--- src/rtl/grf_wb_arbiter_pkg.sv ---
// Shared definitions for the GRF write-port arbiter.
// Provides register-file geometry, the buffered MDU result entry and a
// helper that turns a register address into its one-hot bit in a
// per-register mask.
package grf_wb_arbiter_pkg;

  localparam int REG_ADDR_W = 5;
  localparam int DATA_W     = 32;
  localparam int PC_W       = 32;
  localparam int NUM_REGS   = 1 << REG_ADDR_W;

  typedef struct packed {
    logic [REG_ADDR_W-1:0] addr;
    logic [DATA_W-1:0]     data;
    logic [PC_W-1:0]       pc;
  } wb_entry_t;

  function automatic logic [NUM_REGS-1:0] addr_onehot(input logic [REG_ADDR_W-1:0] addr);
    addr_onehot       = '0;
    addr_onehot[addr] = 1'b1;
  endfunction

endpackage

--- src/rtl/grf_wb_arbiter_wb_fifo.sv ---
// In-order buffer for MDU results waiting for the GRF write port.
// Ports:
//   clk, reset      clock, asynchronous active-high reset (clears control)
//   push/push_entry enqueue an entry (ignored while full)
//   pop             dequeue the head (ignored while empty)
//   full, empty     occupancy flags
//   head            oldest entry; only meaningful while !empty
//   entry_valid     per-slot occupancy
//   entry_addr      per-slot destination register, slot i at [i*REG_ADDR_W +: REG_ADDR_W]
module wb_fifo
  import grf_wb_arbiter_pkg::*;
#(
  parameter int DEPTH = 2
) (
  input  logic                        clk,
  input  logic                        reset,
  input  logic                        push,
  input  wb_entry_t                   push_entry,
  input  logic                        pop,
  output logic                        full,
  output logic                        empty,
  output wb_entry_t                   head,
  output logic [DEPTH-1:0]            entry_valid,
  output logic [DEPTH*REG_ADDR_W-1:0] entry_addr
);

  localparam int PTR_W = $clog2(DEPTH);
  localparam int CNT_W = $clog2(DEPTH + 1);
  localparam logic [CNT_W-1:0] DEPTH_C = CNT_W'(DEPTH);

  wb_entry_t        mem [DEPTH];
  logic [PTR_W-1:0] rd_ptr;
  logic [PTR_W-1:0] wr_ptr;
  logic [CNT_W-1:0] count;
  logic [DEPTH-1:0] valid;
  logic             do_push;
  logic             do_pop;

  assign full        = (count == DEPTH_C);
  assign empty       = (count == '0);
  assign do_push     = push && !full;
  assign do_pop      = pop && !empty;
  assign head        = mem[rd_ptr];
  assign entry_valid = valid;

  // Payload storage carries no reset; slot occupancy is tracked by valid.
  always_ff @(posedge clk) begin
    if (do_push) mem[wr_ptr] <= push_entry;
  end

  // Pointers wrap naturally because DEPTH is a power of two.
  always_ff @(posedge clk or posedge reset) begin
    if (reset) begin
      rd_ptr <= '0;
      wr_ptr <= '0;
      count  <= '0;
      valid  <= '0;
    end else begin
      if (do_pop) begin
        valid[rd_ptr] <= 1'b0;
        rd_ptr        <= rd_ptr + 1'b1;
      end
      if (do_push) begin
        valid[wr_ptr] <= 1'b1;
        wr_ptr        <= wr_ptr + 1'b1;
      end
      case ({do_push, do_pop})
        2'b10:   count <= count + 1'b1;
        2'b01:   count <= count - 1'b1;
        default: count <= count;
      endcase
    end
  end

  for (genvar i = 0; i < DEPTH; i++) begin : g_addr_view
    assign entry_addr[i*REG_ADDR_W +: REG_ADDR_W] = mem[i].addr;
  end

endmodule

--- src/rtl/grf_wb_arbiter.sv ---
// Arbitrates the single GRF write port between the pipeline writeback stage
// (priority) and the MDU result path (buffered in an in-order FIFO). A
// starvation counter inserts a one-cycle pipeline stall so buffered results
// drain, and a pending-write mask tells the hazard unit which registers have
// results still in flight.
// Ports:
//   clk, reset                     clock, asynchronous active-high reset
//   wb_en/wb_addr/wb_data/wb_pc    pipeline writeback request
//   md_valid/md_addr/md_data/md_pc MDU result, accepted when md_ready
//   md_ready                       buffer can take an MDU result this cycle
//   pipe_stall                     registered; WB request held and not granted
//   grf_we/grf_addr/grf_data/grf_pc GRF write port
//   pending_mask                   bit r set while a buffered result targets r
module grf_wb_arbiter
  import grf_wb_arbiter_pkg::*;
#(
  parameter int DEPTH        = 2,
  parameter int STARVE_LIMIT = 4
) (
  input  logic                  clk,
  input  logic                  reset,
  input  logic                  wb_en,
  input  logic [REG_ADDR_W-1:0] wb_addr,
  input  logic [DATA_W-1:0]     wb_data,
  input  logic [PC_W-1:0]       wb_pc,
  input  logic                  md_valid,
  input  logic [REG_ADDR_W-1:0] md_addr,
  input  logic [DATA_W-1:0]     md_data,
  input  logic [PC_W-1:0]       md_pc,
  output logic                  md_ready,
  output logic                  pipe_stall,
  output logic                  grf_we,
  output logic [REG_ADDR_W-1:0] grf_addr,
  output logic [DATA_W-1:0]     grf_data,
  output logic [PC_W-1:0]       grf_pc,
  output logic [NUM_REGS-1:0]   pending_mask
);

  localparam int STARVE_W = $clog2(STARVE_LIMIT + 1);
  localparam logic [STARVE_W-1:0] LIMIT_C    = STARVE_W'(STARVE_LIMIT);
  localparam logic [STARVE_W-1:0] LIMIT_M1_C = STARVE_W'(STARVE_LIMIT - 1);

  wb_entry_t                   md_entry;
  wb_entry_t                   head;
  logic                        push;
  logic                        full;
  logic                        empty;
  logic [DEPTH-1:0]            entry_valid;
  logic [DEPTH*REG_ADDR_W-1:0] entry_addr;
  logic                        pipe_grant;
  logic                        head_grant;
  logic [STARVE_W-1:0]         starve_cnt;

  // md_ready looks only at pre-edge occupancy: a full buffer refuses a new
  // result even in a cycle where it also pops.
  assign md_ready = !full;
  // $0 results complete the handshake but are never buffered.
  assign push     = md_valid && md_ready && (md_addr != '0);
  assign md_entry = '{addr: md_addr, data: md_data, pc: md_pc};

  wb_fifo #(.DEPTH(DEPTH)) u_fifo (
    .clk        (clk),
    .reset      (reset),
    .push       (push),
    .push_entry (md_entry),
    .pop        (head_grant),
    .full       (full),
    .empty      (empty),
    .head       (head),
    .entry_valid(entry_valid),
    .entry_addr (entry_addr)
  );

  // A pipeline write to $0 is dropped, which leaves the port free for the
  // head. Grants are suppressed while reset is held so nothing reaches the GRF.
  assign pipe_grant = !reset && !pipe_stall && wb_en && (wb_addr != '0);
  assign head_grant = !reset && !pipe_grant && !empty;

  always_comb begin
    grf_we   = pipe_grant || head_grant;
    grf_addr = '0;
    grf_data = '0;
    grf_pc   = '0;
    if (pipe_grant) begin
      grf_addr = wb_addr;
      grf_data = wb_data;
      grf_pc   = wb_pc;
    end else if (head_grant) begin
      grf_addr = head.addr;
      grf_data = head.data;
      grf_pc   = head.pc;
    end
  end

  always_comb begin
    pending_mask = '0;
    for (int i = 0; i < DEPTH; i++) begin
      if (entry_valid[i]) pending_mask |= addr_onehot(entry_addr[i*REG_ADDR_W +: REG_ADDR_W]);
    end
  end

  // Count cycles the head is passed over. Reaching the limit schedules a
  // single stall cycle; that cycle always grants the head, which clears the
  // count again.
  always_ff @(posedge clk or posedge reset) begin
    if (reset) begin
      starve_cnt <= '0;
      pipe_stall <= 1'b0;
    end else begin
      pipe_stall <= 1'b0;
      if (empty || head_grant) begin
        starve_cnt <= '0;
      end else if (starve_cnt != LIMIT_C) begin
        starve_cnt <= starve_cnt + 1'b1;
        if (starve_cnt == LIMIT_M1_C) pipe_stall <= 1'b1;
      end
    end
  end

endmodule

--- config.mk ---
export PLATFORM = sky130hd
export DESIGN_NAME = grf_wb_arbiter
export DESIGN_NICKNAME = d
export VERILOG_FILES = /design/src/rtl/grf_wb_arbiter_pkg.sv /design/src/rtl/grf_wb_arbiter_wb_fifo.sv /design/src/rtl/grf_wb_arbiter.sv
export SDC_FILE = /design/constraint.sdc
export NUM_CORES = 1
export LEC_CHECK = 0
export CAP_MARGIN = 20
export CELL_PAD_IN_SITES_DETAIL_PLACEMENT = 1
export CELL_PAD_IN_SITES_GLOBAL_PLACEMENT = 2
export CORE_ASPECT_RATIO = 0.7
export CORE_MARGIN = 1
export CORE_UTILIZATION = 40
export CTS_CLUSTER_DIAMETER = 100
export DETAILED_ROUTE_END_ITERATION = 16
export DONT_BUFFER_PORTS = 1
export PLACE_DENSITY_LB_ADDON = 0.1
export SYNTH_ARGS = -nofsm -noshare
export SYNTH_HDL_FRONTEND = slang
export SYNTH_SLANG_ARGS = --single-unit
export TNS_END_PERCENT = 100
--- constraint.sdc ---
create_clock -name clk -period 4.9 [get_ports clk]
set_input_delay 0.245 -clock clk [delete_from_list [all_inputs] [get_ports clk]]
set_output_delay 0.245 -clock clk [all_outputs]
set_load 0.02 [all_outputs]
==> impl_metrics.py, run 1 <==
metrics = {
    "sta": {
        "final.setup_skew_ns": 0.007823,
        "hold_viol_final": 0,
        "fmax_mhz": 302.3,
        "drv_slew": 0,
        "slew_headroom": 0.4526,
        "period_share": 0.6750,
        "setup_viol": 0,
        "worst_slew_pin_slew_ns": 0.8125,
        "layout_min_cycle_time_ns": 3.308,
        "timing.hold.ws_ns": 0.1467,
        "tns_ns": 0,
        "grt_setup_unrepaired": "false",
    },
    "place": {
        "io_buffers": 0,
        "placed_cell_area_um2": 6644,
        "place.gp.congestion": 0.7602,
        "hpwlAfterDp_um": 10760,
    },
    "floorplanning": {
        "chipHeight_um": 108.4,
        "dieArea_um2": 16700,
        "fp.coreArea_um2": 15640,
        "rows": 38,
        "io_pins": 246,
        "die_w_um": 154.0,
        "start_util": 0.4137,
    },
    "yosys": {
        "syn-cell-area_um2": 6471,
        "synth_ff_type": "edfxtp_1",
        "synth_cells": 485,
        "yosysTopAreaCellShare": 0.6404,
        "yosysSeqAreaShare": 0.6790,
        "synth_most_common_cell": "edfxtp_1",
        "yosysWarnings": 0,
        "synth_async_sr_flop_share": 0.06757,
        "synth-seq-cells": 148,
        "syn_nets": 631,
        "synthTopCellsByArea": "edfxtp_1, mux2i_1, o21ai_0",
        "synth_edf_count": 138,
        "synth_common_cells": "edfxtp_1, nand2_1, mux2i_1",
        "synth_top_cell_by_area": "edfxtp_1",
        "synth_cell_type_count": 30,
        "postSynthAreaPerCell_um2": 13.34,
    },
    "power_and_ir_drop": {
        "leakage_nw": 2.799,
        "p_clk_frac": 0.285,
        "peakVddDrop_uv": 325.3,
        "intPower_w": 0.002913,
        "seq_power_share": 0.437,
        "p_per_area_nw_per_um2": 557.5,
        "swShare": 0.3424,
        "combinationalPowerShare": 0.277,
        "p_switching_w": 0.001517,
        "total_power_w": 0.004430,
    },
    "grt": {
        "grt_pass1_wl_um": 24440,
        "antenna_found_initial": 1,
        "grt_overflow": 0,
        "grt_max_degree": 71,
        "grt_pass1_vias": 4296,
        "grt_util_all_layers": 0.1965,
    },
    "clock_network": {
        "clkTransAtPathRegs_ns": 0.06,
        "cts-resized-gates": 0,
        "clk_latency_ns": 0.41,
        "root_buffer": "clkbuf_16",
        "cts_buffers": 17,
        "cts_max_level": 4,
        "cts_sinks": 148,
        "cts_buffer_depth": 2,
        "cts_tree": "built",
    },
    "cells_and_area": {
        "fillerInstances": 1571,
        "drive_above_1_share": 0.07679,
        "finalNetCount": 695,
        "synthToLayoutAreaGrowth_pct": 22.78,
        "final_area_um2": 7945,
    },
    "route": {
        "vias_per_cell": 5.541,
        "drt_wl_total_um": 15980,
        "drtIter0Drc": 269,
        "dr.pass1.iters": 4,
        "drc": 0,
        "wl_per_cell_um": 21.00,
        "antenna_left": 0,
        "vias": 4217,
    },
    "flow_run": {
        "max_cap_viol_count": 0,
    },
    "min_path": {
        "worstHoldPathType": "primary input to flop",
    },
    "critical_path": {
        "critPathSlowestCell": "or2_2",
        "critical_path_class": "primary input to primary output",
        "worstPathRequired_ns": 4.66,
        "cpPeakStageDelay_ns": 0.65,
        "cpMostUsedCell": "o21ai_0",
        "cp-end-kind": "primary output",
        "worstSetupStartpointType": "primary input",
        "path_max_fanout": 41,
        "arrival_ns": 3.06,
        "cp_cell_sequence": "dlygate4sd3_1 > inv_1 > o21ai_0 > or2_2 > buf_16 > o21ai_0",
    },
    "run_status": {
        "status": "completed",
    },
}
## sequential cells by signal, summed over array words and instances (netlist names)
signal / cells
starve_cnt: 3
u_fifo.entry_valid: 2
u_fifo.count: 2
u_fifo.mem: 138
pipe_stall: 1
u_fifo.wr_ptr: 1
u_fifo.rd_ptr: 1
## worst max-delay path: cells and delay by family
kind	cells	cell delay, ns
buffers and inverters	3	1.13
and+or+nand+nor	1	0.65
AOI/OAI and AO/OA	2	1.02
## cells by family after synthesis
family / count (synthesis) / synth area share
AOI/OAI and AO/OA: 109 / 0.09320
xor gates and xnor gates: 6 / 0.008121
adders and majority gates: 4 / 0.007734
buffers and inverters: 37 / 0.02436
DFF: 148 / 0.6790
muxes: 69 / 0.1067
and+or+nand+nor: 112 / 0.08082
## layout make-up
type / count / area [um^2] / area share
antenna: 1 / 2.502 / 0.0003150
clock buffer: 19 / 432.9 / 0.05449
clock inverter: 11 / 137.6 / 0.01732
inverter: 6 / 22.52 / 0.002835
multi-input combinational: 300 / 1936 / 0.2436
sequential: 148 / 4398 / 0.5535
tap: 200 / 250.2 / 0.03150
timing repair buffer: 76 / 765.7 / 0.09638
## metal layers
metal  wire length (um)  track usage  up-vias
li1                   -            -     1959
met1               7006       0.2514     2070
met2               7777       0.3253      169
met3               1008      0.04770       19
met4                189      0.07571        0
met5                  0            0        -
## per-stage QoR
step                        util  cells  setup WS [ns]
after floorplan                -    485         0.5851
after global placement    0.4247    659          1.940
after detailed placement  0.4247    659          1.776
after CTS                 0.5060    759          1.443
after global routing      0.5078    760          1.338
final                     0.5079    761          1.592
## worst paths after layout
path | startpoint | end | slack [ns] | cells after the start
setup / recovery | reset | grf_pc[4] | 1.59 | 6
hold / removal | reset | starve_cnt[0]$_DFFE_PP0P_ | 0.15 | 2
setup reg to reg | u_fifo.count[0]$_DFFE_PP0P_ | u_fifo.mem[0][27]$_DFFE_PP_ | 2.02 | 4
hold reg to reg | u_fifo.count[1]$_DFFE_PP0P_ | u_fifo.count[1]$_DFFE_PP0P_ | 0.54 | 1
max in group asynchronous | reset | u_fifo.rd_ptr$_DFFE_PP0P_ | 4.29 | 2
min in group asynchronous | reset | pipe_stall$_DFF_PP0_ | 0.26 | 2
## cells in the final DEF, fill, tap and decap left out, types with 2 or more instances in the layout
cell / Yosys / final
a21oi_1: 2 / 2
buf_4: 0 / 5
bufinv_16: 0 / 3
clkbuf_1: 26 / 2
clkbuf_16: 0 / 17
clkinv_1: 0 / 2
clkinv_2: 0 / 3
clkinv_4: 0 / 2
dfrtp_1: 10 / 9
dlygate4sd3_1: 0 / 70
edfxtp_1: 138 / 138
ha_1: 4 / 4
inv_1: 6 / 6
mux2i_1: 69 / 69
nand2_1: 74 / 74
nand2b_1: 2 / 2
nand3_1: 5 / 5
nand3b_1: 10 / 10
nor2_1: 7 / 5
nor2_4: 0 / 2
o21ai_0: 68 / 68
o22ai_1: 33 / 33
o31ai_1: 2 / 2
or3_1: 3 / 3
or3b_2: 6 / 6
or4_1: 2 / 2
xnor2_1: 5 / 5
## power groups by stage
stage / clock network, W / logic [W] / registers (W)
after floorplan: 0 / 0.00102 / 0.00185
after global placement: 0 / 0.00116 / 0.00195
after detailed placement: 0 / 0.00118 / 0.00197
after CTS: 0.00129 / 0.00124 / 0.00194
after global routing: 0.00134 / 0.00134 / 0.00198
final: 0.00126 / 0.00123 / 0.00194
## what timing repair did
action,4_1_cts,5_1_grt
hold endpoints to repair,148,0
hold buffers,70,0
buffers inserted,0,0
No activity file was read; power rests on OpenSTA's default activity.
==> run 2: changes to the inputs <==
--- a/config.mk
+++ b/config.mk
@@ -5,12 +5,13 @@
 export SDC_FILE = /design/constraint.sdc
 export NUM_CORES = 1
 export LEC_CHECK = 0
+export ABC_AREA = 1
 export CAP_MARGIN = 20
 export CELL_PAD_IN_SITES_DETAIL_PLACEMENT = 1
 export CELL_PAD_IN_SITES_GLOBAL_PLACEMENT = 2
 export CORE_ASPECT_RATIO = 0.7
 export CORE_MARGIN = 1
-export CORE_UTILIZATION = 40
+export CORE_UTILIZATION = 39
 export CTS_CLUSTER_DIAMETER = 100
 export DETAILED_ROUTE_END_ITERATION = 16
 export DONT_BUFFER_PORTS = 1
==> constraint.sdc (replaced) <==
create_clock -name clk -period 3.2 [get_ports clk]
set_input_delay 0.16 -clock clk [delete_from_list [all_inputs] [get_ports clk]]
set_output_delay 0.16 -clock clk [all_outputs]
set_load 0.02 [all_outputs]
==> impl_metrics.py, run 2 <==
metrics = {
    "floorplanning": {
        "fp.coreArea_um2": 16490,
        "chipHeight_um": 111.3,
        "die_w_um": 158.1,
        "io_pins": 246,
        "rows": 39,
        "start_util": 0.4034,
        "dieArea_um2": 17600,
    },
    "sta": {
        "layout_min_cycle_time_ns": 2.692,
        "tns_ns": 0,
        "slew_headroom": 0.4952,
        "worst_slew_pin_slew_ns": 0.7494,
        "final.setup_skew_ns": 0.009909,
        "fmax_mhz": 371.4,
        "finalWorstSetupSlack_ns": 0.5076,
        "period_share": 0.8414,
        "drv_slew": 0,
        "hold_viol_final": 0,
        "grt_setup_unrepaired": "false",
        "setup_viol": 0,
    },
    "place": {
        "dp.cells": 766,
        "place.gp.congestion": 0.8029,
        "io_buffers": 0,
        "hpwlAfterDp_um": 11430,
        "dp_slack_ns": 0.9557,
    },
    "route": {
        "vias_per_cell": 5.187,
        "wl_per_cell_um": 19.31,
        "antenna_left": 0,
        "drt_wl_total_um": 16770,
        "drtIter0Drc": 218,
        "vias": 4502,
        "drc": 0,
        "dr.pass1.iters": 4,
    },
    "critical_path": {
        "regToRegEndpoint": "u_fifo.count[1]$_DFFE_PP0P_",
        "critPathSlowestCell": "o21ai_0",
        "r2r-start": "pipe_stall$_DFF_PP0_",
        "worstPathRequired_ns": 3.04,
        "worst-r2r-setup-slack_ns": 0.94,
        "startpoint": "pipe_stall$_DFF_PP0_",
        "critical_path_class": "flop to primary output",
        "path_max_fanout": 40,
        "crit_cells": 5,
        "arrival_ns": 2.53,
        "cp_top_family": "simple AND/OR/NAND/NOR gates",
        "cp_cell_sequence": "nor3b_4 > nand2_4 > nand3_4 > buf_4 > o21ai_0",
        "worstSetupStartpointType": "flop",
        "crit_buf_inv": 1,
        "reg2reg_depth": 8,
        "endpoint": "grf_pc[5]",
        "cp-end-kind": "primary output",
        "cpPeakStageDelay_ns": 0.60,
    },
    "yosys": {
        "synthTopCellsByArea": "edfxtp_1, mux2i_1, nand2_1",
        "yosysSeqAreaShare": 0.6604,
        "synth_async_sr_flop_share": 0.06757,
        "synth_cell_type_count": 24,
        "synth_most_common_cell": "edfxtp_1",
        "synth_edf_count": 138,
        "yosysTopAreaCellShare": 0.6228,
        "syn-cell-area_um2": 6654,
        "synth_common_cells": "edfxtp_1, nand2_1, o21ai_0",
        "synth_cells": 552,
        "synth-seq-cells": 148,
        "synth_ff_type": "edfxtp_1",
        "syn_nets": 698,
        "yosysWarnings": 0,
        "synth_top_cell_by_area": "edfxtp_1",
        "postSynthAreaPerCell_um2": 12.05,
    },
    "cells_and_area": {
        "largestRegisters": "u_fifo.mem x138, starve_cnt x3",
        "regMostFlops": "u_fifo.mem",
        "largest_reg_flops": 138,
        "finalNonFillerCells": 868,
        "synthToLayoutAreaGrowth_pct": 22.49,
        "final_core_util": 0.4942,
        "drive_above_1_share": 0.07788,
        "final_common_cell": "edfxtp_1",
        "fillerInstances": 1755,
        "final_cell_mix": "edfxtp_1, nand2_1, o21ai_0",
        "finalNetCount": 776,
    },
    "grt": {
        "antenna_found_initial": 1,
        "grt_util_all_layers": 0.1960,
        "grt_overflow": 0,
        "grt_max_degree": 68,
        "grt_pass1_wl_um": 25700,
        "grt_pass1_vias": 4804,
    },
    "power_and_ir_drop": {
        "total_power_w": 0.006737,
        "p_per_area_nw_per_um2": 826.6,
        "leakage_nw": 2.949,
        "peakVddDrop_uv": 413.4,
    },
    "clock_network": {
        "clkTransAtPathRegs_ns": 0.06,
        "cts_tree": "built",
        "root_buffer": "clkbuf_16",
        "clk_latency_ns": 0.42,
        "cts_sinks": 148,
        "post_cts_buffers": 0,
        "cts_max_level": 4,
        "cts_buffer_depth": 2,
        "cts_buffers": 17,
    },
    "flow_run": {
        "max_cap_viol_count": 0,
    },
    "min_path": {
        "worstHoldPathType": "primary input to flop",
    },
    "run_status": {
        "status": "completed",
    },
}
run 2: cell types whose count changed after synthesis, moves of 6 or more:
cell | before | now
inv_1 | 6 | 26
buf_2 | 2 | 16
o21ai_1 | 0 | 22
mux2i_1 | 69 | 62
nand2_1 | 74 | 131
o22ai_1 | 33 | 0
clkbuf_1 | 26 | 0
nand3b_1 | 10 | 0
nand3_1 | 5 | 16
o21ai_0 | 68 | 80
or3b_2 | 6 | 0
nor3_1 | 0 | 9
run 2: final cells by class:
| class | instances | area (um^2) | share of cell area |
|---|---|---|---|
| Inverter | 27 | 103.9 | 0.01274 |
| Sequential cell | 148 | 4398 | 0.5396 |
| Timing Repair Buffer | 82 | 815.8 | 0.1001 |
| Antenna cell | 1 | 2.502 | 0.0003070 |
| Clock inverter | 11 | 103.9 | 0.01274 |
| Tap cell | 225 | 281.5 | 0.03454 |
| Multi-Input combinational cell | 354 | 2008 | 0.2464 |
| Clock buffer | 20 | 436.7 | 0.05358 |
run 2: worst reg2reg max path, cell delays in order (launching register included):
cell and delay, ns:
dfrtp_1 0.47, nor3b_4 0.26, nand2_4 0.14, nand3_4 0.35, inv_1 0.17, ha_1 0.35, a21oi_1 0.12, o21ai_0 0.11
xor2_1 0.15
run 2: how the worst min path moves through the flow:
stage / start / end / slack [ns] / cells after the start
global route: md_addr[0] / u_fifo.wr_ptr$_DFFE_PP0N_ / 0.1 / 5
detailed placement: reset / pipe_stall$_DFF_PP0_ / 0.16 / 2
floorplan: reset / pipe_stall$_DFF_PP0_ / 0.07 / 1
CTS: md_addr[0] / u_fifo.wr_ptr$_DFFE_PP0N_ / 0.06 / 5
global placement: reset / pipe_stall$_DFF_PP0_ / 0.15 / 2
finish: md_addr[0] / u_fifo.wr_ptr$_DFFE_PP0N_ / 0.09 / 5
run 2: timing repair:
action / 4_1_cts / 5_1_grt
setup endpoints to repair: 0 / 0
hold buffers: 70 / 0
resized for setup: 0 / 0
hold endpoints to repair: 148 / 0
run 2: cell families after synthesis:
logic type	count (synthesis)	synth area share
and+or+nand+nor	176	0.1147
DFF	148	0.6604
AOI/OAI and AO/OA	109	0.08236
muxes	62	0.09327
buffers and inverters	50	0.03780
adders and majority gates	4	0.007522
xor gates and xnor gates	3	0.003950
run 2: layer usage:
layer	vias to the layer above	global-route usage	share of wire
met4	0	0.05321	0.0077
li1	2138	-	-
met1	2191	0.2464	0.43
met5	-	0	0
met2	160	0.3281	0.50
met3	13	0.05590	0.063
run 2: power by group:
part / internal, W / switching, W
Clock: 0.00107 / 0.000774
Combinational: 0.000601 / 0.00142
Sequential: 0.00264 / 0.000231
Total: 0.00431 / 0.00243
run 2: stage by stage:
| stage | cell area [um^2] | hold slack (ns) |
|---|---|---|
| floorplan | 6654 | 0.07158 |
| CTS | 8148 | 0.05804 |
| finish | 8150 | 0.09253 |
| global route | 8148 | 0.1000 |
| global placement | 6907 | 0.1542 |
| detailed placement | 6907 | 0.1593 |
==> run 3: changes to the inputs <==
==> constraint.sdc (replaced) <==
create_clock -name clk -period 2.5 [get_ports clk]
set_input_delay 0.125 -clock clk [delete_from_list [all_inputs] [get_ports clk]]
set_output_delay 0.125 -clock clk [all_outputs]
set_load 0.02 [all_outputs]
==> impl_metrics.py, run 3 (same netlist as run 2, synthesis figures left out) <==
metrics = {
    "sta": {
        "grt_setup_unrepaired": "false",
        "final.setup_skew_ns": 0.01161,
        "worst_slew_pin_slew_ns": 0.7528,
        "setup_viol": 0,
        "tns_ns": 0,
        "drv_slew": 0,
        "fmax_mhz": 431.6,
        "layout_min_cycle_time_ns": 2.317,
        "period_share": 0.9268,
        "hold_viol_final": 0,
        "slew_headroom": 0.4928,
    },
    "floorplanning": {
        "fp.coreArea_um2": 16490,
        "chipHeight_um": 111.3,
        "die_w_um": 158.1,
        "dieArea_um2": 17600,
        "start_util": 0.4034,
        "rows": 39,
        "io_pins": 246,
    },
    "cells_and_area": {
        "final_common_cell": "edfxtp_1",
        "largestRegisters": "u_fifo.mem x138, starve_cnt x3",
        "drive_above_1_share": 0.1453,
        "regMostFlops": "u_fifo.mem",
        "fillerInstances": 1756,
        "multiInputGateArea_um2": 2008,
        "finalNonFillerCells": 914,
        "final_cell_mix": "edfxtp_1, nand2_1, o21ai_0",
        "final_area_um2": 8646,
        "largest_reg_flops": 138,
        "finalNetCount": 821,
        "regArea_um2": 4398,
        "synthToLayoutAreaGrowth_pct": 29.94,
    },
    "route": {
        "dr.pass1.iters": 4,
        "vias_per_cell": 5.131,
        "vias": 4690,
        "drtIter0Drc": 213,
        "drc": 0,
        "antenna_left": 0,
        "drt_wl_total_um": 17050,
        "wl_per_cell_um": 18.66,
    },
    "critical_path": {
        "worstPathRequired_ns": 2.38,
        "cp_cell_sequence": "nor3b_4 > nand2_4 > nand3_4 > buf_4 > o21ai_0 > buf_4",
        "arrival_ns": 2.19,
        "path_max_fanout": 38,
        "critical_path_class": "flop to primary output",
        "worst-r2r-setup-slack_ns": 0.57,
        "critPathSlowestCell": "dfrtp_1",
        "worstSetupStartpointType": "flop",
        "cpMostUsedCell": "buf_4",
        "cp-end-kind": "primary output",
        "reg2reg_depth": 8,
        "cpPeakStageDelay_ns": 0.47,
    },
    "grt": {
        "grt_pass1_wl_um": 26990,
        "grt_max_degree": 70,
        "grt_pass1_vias": 5058,
        "antenna_found_initial": 1,
        "grt_overflow": 0,
        "grt_util_all_layers": 0.2044,
    },
    "clock_network": {
        "cts_max_level": 4,
        "clk_latency_ns": 0.42,
        "cts_buffers": 17,
        "root_buffer": "clkbuf_16",
        "post_cts_buffers": 0,
        "cts_buffer_depth": 2,
        "cts_sinks": 148,
        "cts_tree": "built",
        "clkTransAtPathRegs_ns": 0.06,
    },
    "flow_run": {
        "max_cap_viol_count": 0,
    },
    "place": {
        "placed_cell_area_um2": 7277,
        "hpwlAfterDp_um": 11370,
        "place.gp.congestion": 0.7721,
        "dp.cells": 811,
        "io_buffers": 0,
    },
    "power_and_ir_drop": {
        "p_per_area_nw_per_um2": 1086,
        "leakage_nw": 3.230,
        "peakVddDrop_uv": 583.4,
    },
    "min_path": {
        "hold_depth": 5,
        "worstHoldPathType": "primary input to flop",
    },
    "run_status": {
        "status": "completed",
    },
}
-- run 3: cell count changes in the layout (fill, tap and decap cells not counted), moves of 2 or more --
| cell | delta |
|---|---|
| clkinvlp_4 | +2 |
| buf_12 | +2 |
| inv_2 | -2 |
| clkinv_2 | -2 |
| buf_4 | +43 |
| inv_6 | +2 |
| clkinv_8 | +2 |
| clkbuf_1 | -3 |
| clkinv_4 | -2 |
| inv_8 | +3 |
| bufinv_16 | +3 |
-- run 3: area by class of cell --
cell class / instances / area share
clock buffer: 17 / 0.04920
inverter: 27 / 0.01317
tap: 225 / 0.03256
antenna: 1 / 0.0002894
timing repair buffer: 127 / 0.1363
sequential: 148 / 0.5087
clock inverter: 15 / 0.02750
multi-input combinational: 354 / 0.2323
-- run 3: critical path, delay by kind of cell, from the launching register on --
family	cells	cell delay [ns]
buffers and inverters	2	0.59
and+or+nand+nor	3	0.51
DFF	1	0.47
AOI/OAI and AO/OA	1	0.18
-- run 3: worst paths after layout --
| check | endpoint | start |
|---|---|---|
| worst max-delay path | grf_pc[7] | pipe_stall$_DFF_PP0_ |
| worst min-delay path | u_fifo.wr_ptr$_DFFE_PP0N_ | md_addr[0] |
| worst max register to register | u_fifo.count[1]$_DFFE_PP0P_ | pipe_stall$_DFF_PP0_ |
| worst min register to register | u_fifo.wr_ptr$_DFFE_PP0N_ | u_fifo.wr_ptr$_DFFE_PP0N_ |
| max in group asynchronous | u_fifo.rd_ptr$_DFFE_PP0P_ | reset |
| min in group asynchronous | starve_cnt[2]$_DFFE_PP0P_ | reset |
-- run 3: stage by stage --
stage          hold WS (ns)    util  power (W)  setup WS, ns
4_1_cts             0.04821  0.5239   0.009486       0.05646
2_1_floorplan       0.03658       -   0.005608        0.2868
6_report            0.05740  0.5242   0.009388        0.1829
3_5_place_dp         0.1577  0.4412   0.006539        0.5267
5_1_grt             0.08516  0.5242   0.009877       0.01142
3_3_place_gp         0.1633  0.4412   0.006470        0.5929
-- run 3: what timing repair did --
action,CTS,global route
hold endpoints to repair,148,0
setup endpoints to repair,0,19
resized for setup,0,1
hold buffers,70,0
-- run 3: layer usage --
layer	up-vias	global-route usage	routed length (um)
li1	2233	-	-
met1	2287	0.2577	7318
met2	159	0.3430	8469
met3	11	0.05629	1120
met4	0	0.05449	143
met5	-	0	0
-- run 3: power by group --
part           internal, W  total, W  switching, W
logic              0.00102   0.00289       0.00187
clock network      0.00172   0.00282       0.00110
registers          0.00337   0.00367      0.000302
total              0.00612   0.00939       0.00327
